--- config.mk ---
export PLATFORM = sky130hd
export DESIGN_NAME = bram36_symbol_reader
export DESIGN_NICKNAME = d
export VERILOG_FILES = /design/src/rtl/bram36_symbol_reader.sv
export SDC_FILE = /design/constraint.sdc
export NUM_CORES = 1
export LEC_CHECK = 0
export ABC_CLOCK_PERIOD_IN_PS = 7860
export CAP_MARGIN = 10
export CORE_MARGIN = 3
export CORE_UTILIZATION = 30
export DETAILED_ROUTE_END_ITERATION = 16
export GPL_TIMING_DRIVEN = 0
export SETUP_SLACK_MARGIN = 0.3
export SYNTH_ARGS = -nofsm -noshare
export SYNTH_HDL_FRONTEND = slang
export SYNTH_SLANG_ARGS = --single-unit
--- constraint.sdc ---
create_clock -name clk -period 7.86 [get_ports clk]
set_input_delay 2.358 -clock clk [delete_from_list [all_inputs] [get_ports clk]]
set_output_delay 2.358 -clock clk [all_outputs]
set_load 0.005 [all_outputs]
--- src/rtl/bram36_symbol_reader.sv ---
// Streams DEPTH buffer entries per start through a 3-deep skid FIFO, issuing
// reads only when the FIFO can absorb everything already in flight.
module bram36_symbol_reader #(
  parameter int DEPTH  = 36,
  parameter int DATA_W = 13,
  parameter int ADDR_W = 6
) (
  input  logic              clk,
  input  logic              rst,
  input  logic              start,
  input  logic              abort,
  output logic              busy,
  output logic              done,
  output logic              mem_read_en,
  output logic [ADDR_W-1:0] mem_read_addr,
  input  logic [DATA_W-1:0] mem_read_data,
  output logic [DATA_W-1:0] m_data,
  output logic              m_valid,
  input  logic              m_ready,
  output logic              m_last
);

  typedef enum logic [1:0] {IDLE, READ, DRAIN} state_t;

  state_t            state_q, state_d;
  logic [ADDR_W-1:0] addr_q, addr_d;
  logic [1:0]        occ_q, occ_d;
  logic [1:0]        wr_ptr_q, wr_ptr_d;
  logic [1:0]        rd_ptr_q, rd_ptr_d;
  logic              inflight_q, inflight_d;
  logic              inflight_last_q, inflight_last_d;
  logic              done_q, done_d;
  logic [DATA_W:0]   fifo_q [3];

  logic              issue;
  logic              push;
  logic              pop;
  logic              at_last_addr;
  logic [2:0]        pending;

  function automatic logic [1:0] ptr_inc(input logic [1:0] p);
    return (p == 2'd2) ? 2'd0 : p + 2'd1;
  endfunction

  // A read is only issued if its data is guaranteed a FIFO slot next cycle.
  assign at_last_addr  = (addr_q == ADDR_W'(DEPTH - 1));
  assign pending       = {1'b0, occ_q} + {2'b00, inflight_q};
  assign issue         = (state_q == READ) && (pending < 3'd3);
  assign push          = inflight_q && !abort;
  assign pop           = m_valid && m_ready;

  assign mem_read_en   = issue;
  assign mem_read_addr = addr_q;
  assign m_valid       = (occ_q != 2'd0);
  assign m_data        = m_valid ? fifo_q[rd_ptr_q][DATA_W:1] : '0;
  assign m_last        = m_valid && fifo_q[rd_ptr_q][0];
  assign busy          = (state_q != IDLE) || done_q;
  assign done          = done_q;

  always_comb begin
    state_d         = state_q;
    addr_d          = addr_q;
    occ_d           = occ_q;
    wr_ptr_d        = wr_ptr_q;
    rd_ptr_d        = rd_ptr_q;
    inflight_d      = issue;
    inflight_last_d = issue && at_last_addr;
    done_d          = 1'b0;

    if (push) wr_ptr_d = ptr_inc(wr_ptr_q);
    if (pop)  rd_ptr_d = ptr_inc(rd_ptr_q);
    case ({push, pop})
      2'b10:   occ_d = occ_q + 2'd1;
      2'b01:   occ_d = occ_q - 2'd1;
      default: ;
    endcase

    // done_q blocks a start landing on the done cycle.
    case (state_q)
      IDLE: begin
        if (start && !done_q) begin
          state_d = READ;
          addr_d  = '0;
        end
      end
      READ: begin
        if (issue) begin
          if (at_last_addr) state_d = DRAIN;
          else              addr_d  = addr_q + ADDR_W'(1);
        end
      end
      DRAIN: begin
        if (pop && m_last) begin
          state_d = IDLE;
          done_d  = 1'b1;
        end
      end
      default: state_d = IDLE;
    endcase

    if (abort) begin
      state_d         = IDLE;
      occ_d           = 2'd0;
      wr_ptr_d        = 2'd0;
      rd_ptr_d        = 2'd0;
      inflight_d      = 1'b0;
      inflight_last_d = 1'b0;
      done_d          = 1'b0;
    end
  end

  always_ff @(posedge clk or posedge rst) begin
    if (rst) begin
      state_q         <= IDLE;
      addr_q          <= '0;
      occ_q           <= 2'd0;
      wr_ptr_q        <= 2'd0;
      rd_ptr_q        <= 2'd0;
      inflight_q      <= 1'b0;
      inflight_last_q <= 1'b0;
      done_q          <= 1'b0;
    end else begin
      state_q         <= state_d;
      addr_q          <= addr_d;
      occ_q           <= occ_d;
      wr_ptr_q        <= wr_ptr_d;
      rd_ptr_q        <= rd_ptr_d;
      inflight_q      <= inflight_d;
      inflight_last_q <= inflight_last_d;
      done_q          <= done_d;
    end
  end

  // Storage needs no reset: occupancy gates visibility of every entry.
  always_ff @(posedge clk) begin
    if (push) fifo_q[wr_ptr_q] <= {mem_read_data, inflight_last_q};
  end

endmodule

==> reports/metrics.csv, run 1 <==
stage;metric;value;unit
status;status;finished, final reports clean;
sta;Worst Skew;0.00605;ns
clock_network;Num CTS Buffers;9;
die;I/O pin cnt;42;
clock_network;CTS tree;built;
die;die height;98.0;um
die;die width;98.0;um
clock_network;Post-CTS Hold Buffers;0;
yosys;Synth Net Count;220;
critical_path;Critical Path AT;2.37;ns
sta;Hold Vio Cnt, Final;0;
final_layout;# fillers;756;
global_routing;met3 global-route usage;0.0586;
global_routing;wire length of the first global-routing pass;8560;um
final_layout;area occupied by registers;0.00169;mm^2
global_routing;overflow left after global routing;0;
sta;min cycle time layout;4.73;ns
final_layout;non-filler instance count after layout;362;
drt;vias per cell;4.70;
clock_network;Clock Latency Late Sink;0.34;ns
place;Setup Slack @ Placement;3.20;ns
yosys;mapped cell area;0.00254;mm^2
clock_network;Max Buffers Root-to-Sink;2;
place;count of buffers inserted at the top-level ports;41;
yosys;Mean Syn Cell Area;12.8;um^2
yosys;Post-synth EDFFs;42;
global_routing;GR peak layer;met2;
drt;first drt pass iteration count;4;
place;number of cells in the design after placement;346;
clock_network;PostCTS Resize Cnt;0;
yosys;register area share after synthesis;0.665;
min_path;Hold Path Depth;0;
die;FP Rows;32;
clock_network;setup bufs post-CTS;0;
global_routing;gr usage total;0.115;
power_and_ir_drop;pwr dens;214;mW/mm^2
global_routing;antenna violations before repair;0;
sta;Worst-Margin Slew;0.888;ns
clock_network;clk slew on worst S/H paths;0.07;ns
sta;f_max;211;MHz
global_routing;largest net degree at the start of global routing;18;
sta;final worst path period share;0.602;
yosys;ys async rst share;0.288;
final_layout;area of the multi-input gates;805;um^2
power_and_ir_drop;Peak supply drop;0.116;mV
drt;DR DRC count;0;
yosys;Main synth FF type;edfxtp_1;
critical_path;critical path required time;5.50;ns
critical_path;critical path endpoint category;output pin;
yosys;post-synth cell types;40;
sta;worst setup margin;3.13;ns
critical_path;crit path max fanout;7;
sta;Slew HR;0.407;
global_routing;met1 Resource Use GR;0.142;
drt;ANT nets after route;0;
sta;max-slew violation count;0;
die;starting density of the core;0.318;
yosys;Mapped Cells;199;
run;Max-Cap Viols;0;
clock_network;H-tree depth;3;
drt;WL final;5130;um
final_layout;Final nets;276;
final_layout;antenna diode count;0;
yosys;synth warn;0;
global_routing;vias in the first global route;1790;
critical_path;type of origin of the critical path;flop;
global_routing;GRT met2 Usage;0.179;
critical_path;cell count of the worst reg-to-reg path;4;
drt;total number of vias;1702;
power_and_ir_drop;P_leak;1.22;nW
sta;setup TNS;0;ns
sta;RSZ-0062 raised after global routing;false;
sta;setup violators final;0;
critical_path;crit path kind;flop to output pin;
clock_network;clk root buf;clkbuf_8;
final_layout;final core occ;0.418;
final_layout;ratio of cells with drive above 1 in the final layout;0.165;
clock_network;CTS sink count;59;
die;Core Box Area;0.00797;mm^2
die;die area;0.00960;mm^2
final_layout;P&R area growth vs syn;31.2;%
final_layout;Final Cell Area;0.00333;mm^2
place;GPL Wtd Cong;0.730;
drt;WL/cell;14.2;um
yosys;#FFs+latches synth;59;
drt;First DRT Iteration DRCs;76;
min_path;Min-Delay Path Class;flop to flop;
place;Placed Area;0.00313;mm^2
place;Final HPWL DP;3560;um
==> state kept, by name (all words and copies together), names as in the netlist <==
register / count
inflight_last_q: 1
fifo_q: 42
rd_ptr_q: 2
mem_read_addr: 6
state_q: 2
inflight_q: 1
done: 1
occ_q: 2
wr_ptr_q: 2
==> routing by layer <==
metal	routed length, um	vias to the layer above
met5	0	-
li1	-	837
met2	2390	46
met4	46	0
met3	300	4
met1	2390	815
==> critical path: stages (launching register included) <==
cell,delay [ns]
dfrtp_1,0.45
ha_1,0.23
ha_1,0.28
a21oi_1,0.30
nand2_1,0.19
inv_1,0.09
clkdlybuf4s50_1,0.50
==> placed cells by master, fill, tap and decap left out, types with 2 or more instances in the layout <==
cell type	n
buf_2	3
nor2_1	8
o31ai_1	2
nand2b_1	2
mux2i_1	5
nand3_1	2
nor4_1	2
o21ai_0	2
nand2_1	38
mux2_2	14
nor2b_1	3
clkinv_4	3
a211oi_1	2
edfxtp_1	42
inv_1	6
clkbuf_1	5
clkbuf_8	9
a21oi_1	18
buf_4	4
clkdlybuf4s50_1	41
dfrtp_1	17
ha_1	3
xnor2_1	2
==> kinds of logic after synthesis <==
kind of cell,share of synthesized area
AO/OA/AOI/OAI,0.0750
XOR/XNOR,0.00690
adder cells (fa/ha/maj),0.0148
buffers and inverters,0.0251
flip-flops,0.665
multiplexers,0.0819
AND/OR/NAND/NOR,0.132
==> per-stage QoR <==
| step | total power [mW] | hold slack (ns) |
|---|---|---|
| floorplan | 0.397 | 0.438 |
| global placement | 0.444 | 0.445 |
| detailed placement | 0.446 | 0.456 |
| CTS | 0.723 | 0.469 |
| global route | 0.750 | 0.481 |
| finish | 0.713 | 0.470 |
==> final cells by class <==
class / count / area share
well taps: 102 / 0.0383
inverters: 6 / 0.00677
clock inverters: 7 / 0.0233
repair buffers: 45 / 0.133
flip-flops and latches: 59 / 0.507
clock buffers: 9 / 0.0372
plain buffers: 9 / 0.0124
multi-input cells: 125 / 0.242
==> report_power, final <==
part	total, mW	switching [mW]	internal [mW]
logic	0.0895	0.0403	0.0492
clock network	0.275	0.127	0.148
registers	0.349	0.00727	0.341
==> synthesized netlist by cell type (all sizes together) (2+ instances only) <==
master  number  area [um^2]
clkbuf       5         18.8
nand2b       2         12.5
or3          2         13.8
nor4         3         18.8
a211oi       2         15.0
nor2b        3         18.8
a21oi       18         90.1
o21ai        3         15.0
mux2        14          158
dfrtp       17          425
nand3        2         10.0
edfxtp      42         1260
nand2       38          143
buf          4         22.5
inv          6         22.5
mux2i        5         50.1
nor2         8         30.0
ha           3         37.5
xnor2        2         17.5
o31ai        2         15.0
nor3         2         10.0
==> path summary, 6_finish.rpt <==
path,slack (ns),to,from
max,3.13,mem_read_en,occ_q[0]
min,0.47,fifo_q[0][0],inflight_last_q
max reg2reg,5.73,fifo_q[2][0],inflight_q
min reg2reg,0.47,fifo_q[0][0],inflight_last_q
max in group asynchronous,4.99,done,rst
min in group asynchronous,2.42,mem_read_addr[5],rst
Note: power is estimated with default switching activity, not from simulation.
==> run 2: changes to the inputs <==
--- a/config.mk
+++ b/config.mk
@@ -5,7 +5,7 @@
 export SDC_FILE = /design/constraint.sdc
 export NUM_CORES = 1
 export LEC_CHECK = 0
-export ABC_CLOCK_PERIOD_IN_PS = 7860
+export ABC_CLOCK_PERIOD_IN_PS = 4100
 export CAP_MARGIN = 10
 export CORE_MARGIN = 3
 export CORE_UTILIZATION = 30
==> constraint.sdc (replaced) <==
create_clock -name clk -period 4.1 [get_ports clk]
set_input_delay 1.23 -clock clk [delete_from_list [all_inputs] [get_ports clk]]
set_output_delay 1.23 -clock clk [all_outputs]
set_load 0.005 [all_outputs]
==> results of run 2 <==
Same layout as run 1 (identical final DEF). Status: finished, final reports clean.
Among the figures that moved: setup slack after placement 3.20 ns -> 0.565 ns; setup slack after layout 3.13 ns -> 0.500 ns; register-to-register setup slack 5.73 ns -> 1.97 ns; total power 0.713 mW -> 1.37 mW; worst IR drop on VDD 0.116 mV -> 0.223 mV
==> run 3: changes to the inputs <==
--- a/config.mk
+++ b/config.mk
@@ -8,10 +8,10 @@
 export ABC_CLOCK_PERIOD_IN_PS = 4100
 export CAP_MARGIN = 10
 export CORE_MARGIN = 3
-export CORE_UTILIZATION = 30
+export CORE_UTILIZATION = 47
 export DETAILED_ROUTE_END_ITERATION = 16
 export GPL_TIMING_DRIVEN = 0
-export SETUP_SLACK_MARGIN = 0.3
+export PLACE_DENSITY = 0.75
 export SYNTH_ARGS = -nofsm -noshare
 export SYNTH_HDL_FRONTEND = slang
 export SYNTH_SLANG_ARGS = --single-unit
==> run 3 against run 2 <==
Via count fell by 0.29%. Count of clock-buffer cells in the layout is the same. Maximum frequency decreased by 0.15%. Clock skew rose by 0.0022 ns. Final cell count decreased by 8.8%. Critical path type unchanged. Sequential power hardly changed. Cell area decreased by 1.5%. First-iteration DRC count rose by 25%. Utilization increased by 22 points. Critical path depth unchanged. Clock power down 4.6%.
==> reports/metrics.csv, run 3 (synthesized netlist as in run 1, its figures left out) <==
stage;metric;value;unit;change
sta;Worst Skew;0.00828;ns;+0.00223 ns
sta;Slew HR;0.417;;+0.0104
critical_path;type of origin of the critical path;flop;;
critical_path;crit path kind;flop to output pin;;
status;status;finished, final reports clean;;
final_layout;area occupied by registers;0.00169;mm^2;unchanged
final_layout;ratio of cells with drive above 1 in the final layout;0.158;;-0.00769
drt;DR DRC count;0;;unchanged
global_routing;vias in the first global route;1694;;-5.4%
drt;WL/cell;14.7;um;+4.2%
drt;vias per cell;5.14;;+9.4%
sta;setup violators final;0;;unchanged
final_layout;area of the multi-input gates;805;um^2;unchanged
final_layout;non-filler instance count after layout;330;;-8.8%
final_layout;P&R area growth vs syn;29.2;%;
critical_path;Slowest cell on crit path;clkdlybuf4s50_1;;
clock_network;Post-CTS Hold Buffers;0;;unchanged
global_routing;gr usage total;0.174;;+0.0585
clock_network;PostCTS Resize Cnt;0;;unchanged
critical_path;cell count of the worst reg-to-reg path;5;;+1
place;Placed Area;0.00309;mm^2;-1.3%
global_routing;antenna violations before repair;0;;unchanged
drt;WL final;4870;um;-5.0%
drt;first drt pass iteration count;4;;unchanged
place;number of cells in the design after placement;314;;-9.2%
sta;RSZ-0062 raised after global routing;false;;
critical_path;worst r2r src;inflight_q;;
clock_network;H-tree depth;3;;unchanged
sta;f_max;277;MHz;
die;die area;0.00632;mm^2;-34%
final_layout;most common cell after layout, fill and taps aside;edfxtp_1;;
die;starting density of the core;0.491;;+0.172
die;FP Rows;26;;-19%
die;I/O pin cnt;42;;unchanged
drt;total number of vias;1697;;-0.29%
final_layout;Final Cell Area;0.00328;mm^2;-1.5%
final_layout;final core occ;0.634;;+0.216
min_path;hold_sp;inflight_last_q;;
critical_path;FF-to-FF End;fifo_q[2][10];;
die;Core Box Area;0.00517;mm^2;-35%
clock_network;Max Buffers Root-to-Sink;2;;unchanged
min_path;Hold Path Depth;0;;unchanged
clock_network;CTS tree;built;;
final_layout;max reg flops;42;;unchanged
drt;First DRT Iteration DRCs;95;;+25%
critical_path;Critical Path AT;2.38;ns;about the same
final_layout;most frequent cells in the layout;edfxtp_1, clkdlybuf4s50_1, nand2_1, a21oi_1, dfrtp_1;;
global_routing;overflow left after global routing;0;;unchanged
sta;final worst path period share;0.879;;
sta;min cycle time layout;3.61;ns;
min_path;Min-Delay Path Class;flop to flop;;
final_layout;Final nets;276;;unchanged
place;Final HPWL DP;3410;um;-4.1%
drt;ANT nets after route;0;;unchanged
clock_network;CTS sink count;59;;unchanged
die;die height;79.5;um;-19%
critical_path;crit path max fanout;7;;unchanged
final_layout;Largest Register;fifo_q;;
die;die width;79.5;um;-19%
final_layout;antenna diode count;0;;unchanged
power_and_ir_drop;Peak supply drop;0.331;mV;
run;Max-Cap Viols;0;;unchanged
clock_network;setup bufs post-CTS;0;;unchanged
final_layout;# fillers;399;;-47%
place;GPL Wtd Cong;0.803;;+10%
clock_network;clk slew on worst S/H paths;0.06;ns;about the same
min_path;WHS Endpoint;fifo_q[2][0];;
sta;Worst-Margin Slew;0.867;ns;-0.0205 ns
critical_path;R2R Setup Slk;2.03;ns;
sta;setup TNS;0;ns;unchanged
sta;Hold Vio Cnt, Final;0;;unchanged
power_and_ir_drop;pwr dens;409;mW/mm^2;
critical_path;worst path cell trace;ha_1, ha_1, a21oi_1, nand2_1, inv_1, clkdlybuf4s50_1;;
critical_path;critical path endpoint category;output pin;;
clock_network;clk root buf;clkbuf_8;;
clock_network;Num CTS Buffers;9;;unchanged
global_routing;largest net degree at the start of global routing;18;;unchanged
critical_path;CP dominant cell by count;ha_1;;
critical_path;critical path required time;2.87;ns;
sta;max-slew violation count;0;;unchanged
power_and_ir_drop;P_leak;1.20;nW;-1.1%
clock_network;Clock Latency Late Sink;0.33;ns;about the same
global_routing;wire length of the first global-routing pass;7990;um;-6.7%
place;count of buffers inserted at the top-level ports;41;;unchanged
critical_path;Worst path max stage delay;0.50;ns;about the same
==> run 3: cell count changes in the layout (fill, tap and decap cells not counted), sizes merged <==
cell | previous run | this run
clkinv | 4 | 3
inv | 7 | 6
clkinvlp | 1 | 3
==> run 3: how the worst max path moves through the flow <==
stage / from / to / slack (ns) / cells past startpoint
5_1_grt: occ_q[0] / mem_read_en / 0.36 / 6
3_3_place_gp: abort / fifo_q[2][1] / -0.94 / 3
2_1_floorplan: abort / fifo_q[2][0] / 0.64 / 2
6_report: occ_q[0] / mem_read_en / 0.49 / 6
3_5_place_dp: abort / fifo_q[0][6] / 0.63 / 4
4_1_cts: occ_q[0] / mem_read_en / 0.49 / 6
==> run 3: power breakdown <==
group          total (mW)  switching, mW  internal (mW)
logic               0.171         0.0768         0.0938
registers           0.669         0.0140          0.655
clock network       0.503          0.226          0.277
==> run 3: layer usage <==
| metal | up-vias | GRT usage | share of wire |
|---|---|---|---|
| met3 | 9 | 0.0372 | 0.032 |
| met2 | 36 | 0.270 | 0.49 |
| li1 | 839 | - | - |
| met5 | - | 0 | 0 |
| met1 | 813 | 0.221 | 0.45 |
| met4 | 0 | 0.110 | 0.027 |
==> run 3: through the flow <==
stage | worst slack, ns | hold slack (ns) | power, mW
after floorplan | 0.637 | 0.438 | 0.762
after global placement | -0.939 | 0.443 | 0.847
after CTS | 0.490 | 0.477 | 1.36
final | 0.494 | 0.479 | 1.34
after detailed placement | 0.627 | 0.461 | 0.853
after global routing | 0.356 | 0.507 | 1.39
==> run 3: final cells by class <==
| class | count | area share |
|---|---|---|
| tap | 70 | 0.0267 |
| sequential | 59 | 0.514 |
| multi-input combinational | 125 | 0.245 |
| buffer | 9 | 0.0126 |
| clock inverter | 7 | 0.0210 |
| inverter | 6 | 0.00687 |
| clock buffer | 9 | 0.0378 |
| timing repair buffer | 45 | 0.135 |
==> run 3: critical path, delay by kind of cell, from the launching register on <==
| kind | cells | cell delay [ns] |
|---|---|---|
| AOI/OAI and AO/OA | 1 | 0.29 |
| adders and majority gates | 2 | 0.51 |
| buffers and inverters | 2 | 0.59 |
| DFF | 1 | 0.45 |
| and+or+nand+nor | 1 | 0.20 |
